===== config.mk =====
export PLATFORM = sky130hd
export DESIGN_NAME = subtract_sequencer
export DESIGN_NICKNAME = d
export VERILOG_FILES = /design/src/rtl/subtract_sequencer_pkg.sv /design/src/rtl/button_debounce.sv /design/src/rtl/subtract_sequencer.sv
export SDC_FILE = /design/constraint.sdc
export NUM_CORES = 1
export LEC_CHECK = 0
export BUFFER_PORTS_ARGS = -buffer_cell sky130_fd_sc_hd__buf_2
export CORE_ASPECT_RATIO = 1.4
export CORE_UTILIZATION = 25
export CTS_BUF_LIST = sky130_fd_sc_hd__clkbuf_8
export DETAILED_ROUTE_END_ITERATION = 10
export PLACE_DENSITY_LB_ADDON = 0.05
export RECOVER_POWER = 100
export SETUP_SLACK_MARGIN = 0.4
export SLEW_MARGIN = 25
export SYNTH_ARGS = -nofsm -noshare
export SYNTH_HDL_FRONTEND = slang
export SYNTH_SLANG_ARGS = --single-unit

===== constraint.sdc =====
create_clock -name CLK100MHZ -period 2.6 [get_ports CLK100MHZ]
set_input_delay 0.26 -clock CLK100MHZ [delete_from_list [all_inputs] [get_ports CLK100MHZ]]
set_output_delay 0.26 -clock CLK100MHZ [all_outputs]
set_load 0.05 [all_outputs]

===== src/rtl/subtract_sequencer_pkg.sv =====
// Shared types and constants for the two-operand subtract sequencer:
// FSM state encoding, one-hot LED patterns and default timing parameters.
package subtract_sequencer_pkg;

    typedef enum logic [1:0] {
        ST_GET_A = 2'd0,
        ST_GET_B = 2'd1,
        ST_RUN   = 2'd2,
        ST_SHOW  = 2'd3
    } state_t;

    localparam logic [3:0] LED_GET_A = 4'b0001;
    localparam logic [3:0] LED_GET_B = 4'b0010;
    localparam logic [3:0] LED_RUN   = 4'b0100;
    localparam logic [3:0] LED_SHOW  = 4'b1000;

    // 10 ms at 100 MHz
    localparam int DEFAULT_DEBOUNCE_CYCLES = 1000000;
    localparam int DEFAULT_TIMEOUT_CYCLES  = 1024;

endpackage


===== src/rtl/button_debounce.sv =====
// Two-flop synchronizer, counting debouncer and rising-edge detector for a
// raw pushbutton; press is a registered one-cycle pulse on each accepted 0->1.
module button_debounce
    import subtract_sequencer_pkg::*;
#(
    parameter int DEBOUNCE_CYCLES = DEFAULT_DEBOUNCE_CYCLES
) (
    input  logic clk,
    input  logic rst,
    input  logic button,
    output logic press
);

    localparam int CW = $clog2(DEBOUNCE_CYCLES + 1);
    localparam logic [CW-1:0] COUNT_LAST = CW'(DEBOUNCE_CYCLES - 1);

    logic [1:0]    sync;
    logic          level;
    logic [CW-1:0] count;

    // The count only advances while the synchronized input disagrees with the
    // accepted level; any agreeing cycle restarts it, so it never wraps.
    always_ff @(posedge clk or posedge rst) begin
        if (rst) begin
            sync  <= 2'b00;
            level <= 1'b0;
            count <= '0;
            press <= 1'b0;
        end else begin
            sync  <= {sync[0], button};
            press <= 1'b0;
            if (sync[1] == level) begin
                count <= '0;
            end else if (count >= COUNT_LAST) begin
                level <= sync[1];
                count <= '0;
                press <= sync[1];
            end else begin
                count <= count + 1'b1;
            end
        end
    end

endmodule


===== src/rtl/subtract_sequencer.sv =====
// Collects two operands from the switches on debounced button presses,
// launches an external subtractor, and holds its result or a timeout flag.
module subtract_sequencer
    import subtract_sequencer_pkg::*;
#(
    parameter int DEBOUNCE_CYCLES = DEFAULT_DEBOUNCE_CYCLES,
    parameter int TIMEOUT_CYCLES  = DEFAULT_TIMEOUT_CYCLES
) (
    input  logic        CLK100MHZ,
    input  logic        Reset,
    input  logic [15:0] SW,
    input  logic        Center,
    input  logic        sub_done,
    input  logic [15:0] sub_diff,
    input  logic        sub_borrow,
    output logic        sub_start,
    output logic [15:0] A,
    output logic [15:0] B,
    output logic [15:0] Result,
    output logic        Negative,
    output logic        Valid,
    output logic        Error,
    output logic [3:0]  LED
);

    localparam int TW = $clog2(TIMEOUT_CYCLES + 1);
    localparam logic [TW-1:0] TIMEOUT_LAST = TW'(TIMEOUT_CYCLES);

    state_t        state;
    logic          press;
    logic [TW-1:0] timeout_count;

    button_debounce #(
        .DEBOUNCE_CYCLES(DEBOUNCE_CYCLES)
    ) u_button (
        .clk    (CLK100MHZ),
        .rst    (Reset),
        .button (Center),
        .press  (press)
    );

    // sub_start is high only in the first RUN cycle, so it also marks the
    // cycle in which a sub_done must be ignored.
    always_ff @(posedge CLK100MHZ or posedge Reset) begin
        if (Reset) begin
            state         <= ST_GET_A;
            A             <= '0;
            B             <= '0;
            Result        <= '0;
            Negative      <= 1'b0;
            Valid         <= 1'b0;
            Error         <= 1'b0;
            sub_start     <= 1'b0;
            LED           <= LED_GET_A;
            timeout_count <= '0;
        end else begin
            case (state)
                ST_GET_A: begin
                    if (press) begin
                        A     <= SW;
                        state <= ST_GET_B;
                        LED   <= LED_GET_B;
                    end
                end
                ST_GET_B: begin
                    if (press) begin
                        B             <= SW;
                        state         <= ST_RUN;
                        LED           <= LED_RUN;
                        sub_start     <= 1'b1;
                        timeout_count <= TW'(1);
                    end
                end
                ST_RUN: begin
                    sub_start <= 1'b0;
                    if (!sub_start && sub_done) begin
                        Result        <= sub_diff;
                        Negative      <= sub_borrow;
                        Valid         <= 1'b1;
                        Error         <= 1'b0;
                        state         <= ST_SHOW;
                        LED           <= LED_SHOW;
                        timeout_count <= '0;
                    end else if (timeout_count >= TIMEOUT_LAST) begin
                        Valid         <= 1'b0;
                        Error         <= 1'b1;
                        state         <= ST_SHOW;
                        LED           <= LED_SHOW;
                        timeout_count <= '0;
                    end else begin
                        timeout_count <= timeout_count + 1'b1;
                    end
                end
                ST_SHOW: begin
                    if (press) begin
                        Valid <= 1'b0;
                        Error <= 1'b0;
                        state <= ST_GET_A;
                        LED   <= LED_GET_A;
                    end
                end
                default: begin
                    state <= ST_GET_A;
                    LED   <= LED_GET_A;
                end
            endcase
        end
    end

endmodule


==> flow_metrics.py <==
metrics = {
    "logic_synthesis": {
        "syn_nets": 375,
        "ys_ff_latch": 93,
        "synth_cells": 330,
        "synth.yosys.seq_area_share_pct": 57.2,
        "ys.flop_type": "dfrtp_1",
        "ys_warn_count": 0,
        "synth_area_mm2": 0.00407,
        "synth_edf_count": 0,
        "yosys-top-cells-count": "dfrtp_1 (92), mux2_2 (52), nor2_1 (25)",
        "netlist.area_leader.share_pct": 56.5,
        "ys_async_sr_fraction_pct": 100,
        "yosys.area.top_type": "dfrtp_1",
        "synth_area_leaders": "dfrtp_1 (57%), mux2_2 (14%), xnor2_1 (2.6%)",
        "ys_types": 46,
        "synth_most_common_cell": "dfrtp_1",
        "synth.avg_cell_area_um2": 12.3,
    },
    "worst_setup_path": {
        "reg2reg_from": "state[1]",
        "crit_path_start_kind": "flip-flop",
        "rr_worst_depth": 5,
        "path_class": "flip-flop to flip-flop",
        "critPathMaxFanout": 16,
        "rrSetupSlack_ns": 0.42,
        "crit_required_ns": 2.86,
        "worstPathArrival_ns": 2.43,
        "r2r_end": "B[4]",
        "endpoint_kind": "flip-flop",
    },
    "sta": {
        "postLayoutSetupSlackWorst_ns": 0.422,
        "grt_setup_unrepaired": "no",
        "maxSlewHeadroom_pct": 30.6,
        "skew_ns": 0.00712,
        "finalHoldViolations": 0,
        "worst_pin_slew_ns": 1.04,
        "tns_ns": 0,
        "fmax_ghz": 0.459,
        "slew_violations": 0,
        "finalSetupViolCount": 0,
        "timing.final.crit_share_pct": 83.8,
        "fin_crit_ns": 2.18,
    },
    "route": {
        "dr.pass1.iters": 4,
        "drt_iter0_markers": 85,
        "wl_per_cell_um": 14.9,
        "antenna_left": 0,
        "drc_errors": 0,
        "wl_met2_um": 5130,
        "topRoutingLayerUsed": "met4",
        "via_per_inst": 4.52,
        "totalWireLength_um": 9360,
        "wl_met1_um": 3750,
        "wl_met3_um": 259,
        "num_vias": 2840,
    },
    "final_layout": {
        "syn_to_final_growth_pct": 20.7,
        "n_antenna_cell": 0,
        "multi_input_area_mm2": 0.00165,
        "fin_nets": 474,
        "n_fill_cell": 1659,
        "final_area_mm2": 0.00492,
        "regArea_mm2": 0.00233,
        "drive_gt1_share_pct": 26.4,
    },
    "cts": {
        "cts_buffer_depth": 2,
        "h-tree-depth": 3,
        "clkLatencyLatePin_ns": 0.37,
        "clk_pin_slew_ns": 0.09,
        "clock_sinks": 93,
        "root_buffer": "clkbuf_8",
        "cts_tree": "built",
        "cts_buffers": 9,
        "postCtsSetupRepairBufs": 0,
    },
    "floorplan": {
        "rows": 54,
        "ios": 93,
        "initial_core_util_pct": 25.9,
        "dieArea_mm2": 0.0168,
        "die_w_um": 110,
        "die_y_um": 153,
        "core_area_mm2": 0.0157,
    },
    "worst_hold_path": {
        "min_to": "Result[10]",
        "hold_depth": 2,
        "hp-class": "input pin to flip-flop",
        "hold_start": "sub_diff[10]",
    },
    "global_routing": {
        "grt_pass1_wl_um": 15100,
        "grt_max_degree": 73,
        "grt_usage_pct": 12.0,
        "overflow": 0,
        "antenna_found_initial": 0,
        "grt_pass1_vias": 2944,
    },
    "placed_design": {
        "place_ws_ns": 0.501,
        "gp_congestion": 0.717,
        "placed_cell_area_mm2": 0.00477,
        "dp_hpwl_um": 6700,
        "port_buffers": 92,
    },
    "power_and_ir_drop": {
        "p_leak_uw": 0.00212,
        "p_per_area_mw_per_mm2": 556,
        "peakVddDrop_mv": 0.245,
    },
    "outcome": {
        "status": "finished clean",
    },
    "run": {
        "drv_cap": 0,
    },
}
-- cell usage in the layout (no fill, tap or decap), types with 2 or more instances in the layout --
cell type,netlist,final
dfrtp_1,92,92
clkbuf_1,1,58
mux2_2,52,52
buf_2,9,36
nor2_1,25,25
nand2_1,15,15
o21ai_0,10,13
inv_1,11,12
xnor2_1,12,12
clkbuf_8,0,12
a21oi_1,10,11
nor3_1,10,10
nand3_1,10,10
nand4_1,9,9
ha_1,8,8
or3_1,6,6
nor4_1,6,6
and3_1,5,5
xor2_1,5,5
mux2i_1,2,2
a32o_1,2,2
a211oi_1,2,2
dlygate4sd3_1,0,2
-- area by class of cell --
type | instances | area share, %
sequential | 93 | 47.4
multi-input combinational | 214 | 33.5
timing repair buffer | 99 | 9.16
tap | 196 | 4.99
clock buffer | 12 | 3.36
inverter | 12 | 0.942
clock inverter | 2 | 0.687
-- report_power, final --
part | leakage [uW] | internal, uW | switching, uW | total [uW]
clock | 0.000106 | 510 | 495 | 1000
combinational | 0.000831 | 62.0 | 164 | 226
sequential | 0.00119 | 1480 | 20.7 | 1500
total | 0.00212 | 2050 | 679 | 2730
-- repair_timing --
action	in CTS	in global routing
hold buffers	2	0
endpoints found under the hold margin	22	0
gates resized for setup	0	1
endpoints found under the setup margin	0	3
-- state kept, by name, indices dropped and copies added (netlist names) --
register and flops:
A 16, B 16, Error 1, LED 4
Negative 1, Result 16, Valid 1, state 2
sub_start 1, timeout_count 11, u_button.count 20, u_button.level 1
u_button.press 1, u_button.sync 2
-- cells by family (layout without fill, tap and decap cells) --
group | count (synthesis) | after routing | synth area share [%]
flip-flops | 93 | 93 | 57.2
multiplexers | 56 | 56 | 15.5
AND/OR/NAND/NOR | 96 | 96 | 12.7
AO/OA/AOI/OAI | 37 | 37 | 5.93
adder cells (fa/ha/maj) | 8 | 8 | 2.46
XOR/XNOR | 17 | 17 | 3.66
buffers and inverters | 23 | 125 | 2.58
-- per-stage QoR --
| stage | utilization, % | power, uW | cells | hold WS, ns |
|---|---|---|---|---|
| 2_1_floorplan | - | 1680 | 330 | 0.291 |
| 3_3_place_gp | 30.3 | 1770 | 612 | 0.323 |
| 3_5_place_dp | 30.3 | 1770 | 612 | 0.328 |
| 4_1_cts | 31.7 | 2810 | 628 | 0.0833 |
| 5_1_grt | 31.2 | 2880 | 628 | 0.0782 |
| 6_report | 31.2 | 2730 | 628 | 0.113 |
-- how the worst max path moves through the flow --
stage / startpoint / endpoint / slack (ns) / depth (start not counted)
after floorplan: state[0] / LED[1] / 0.78 / 6
after global placement: state[0] / LED[2] / 0.55 / 5
after detailed placement: state[0] / state[1] / 0.50 / 5
after CTS: state[0] / state[1] / 0.49 / 5
after global routing: state[1] / B[4] / 0.28 / 5
final: state[1] / B[4] / 0.42 / 5
-- per-layer routing --
layer / up-vias / track usage [%]
li1: 1365 / -
met1: 1421 / 13.5
met2: 38 / 20.7
met3: 16 / 2.94
met4: 0 / 5.71
met5: - / 0
-- worst max-delay path, cell delays in order (launching register included) --
cell	delay [ns]
dfrtp_1	0.40
inv_1	0.09
ha_1	0.29
nand2_1	0.09
clkbuf_1	0.77
mux2_2	0.42
(Power assumes the default switching activity.)
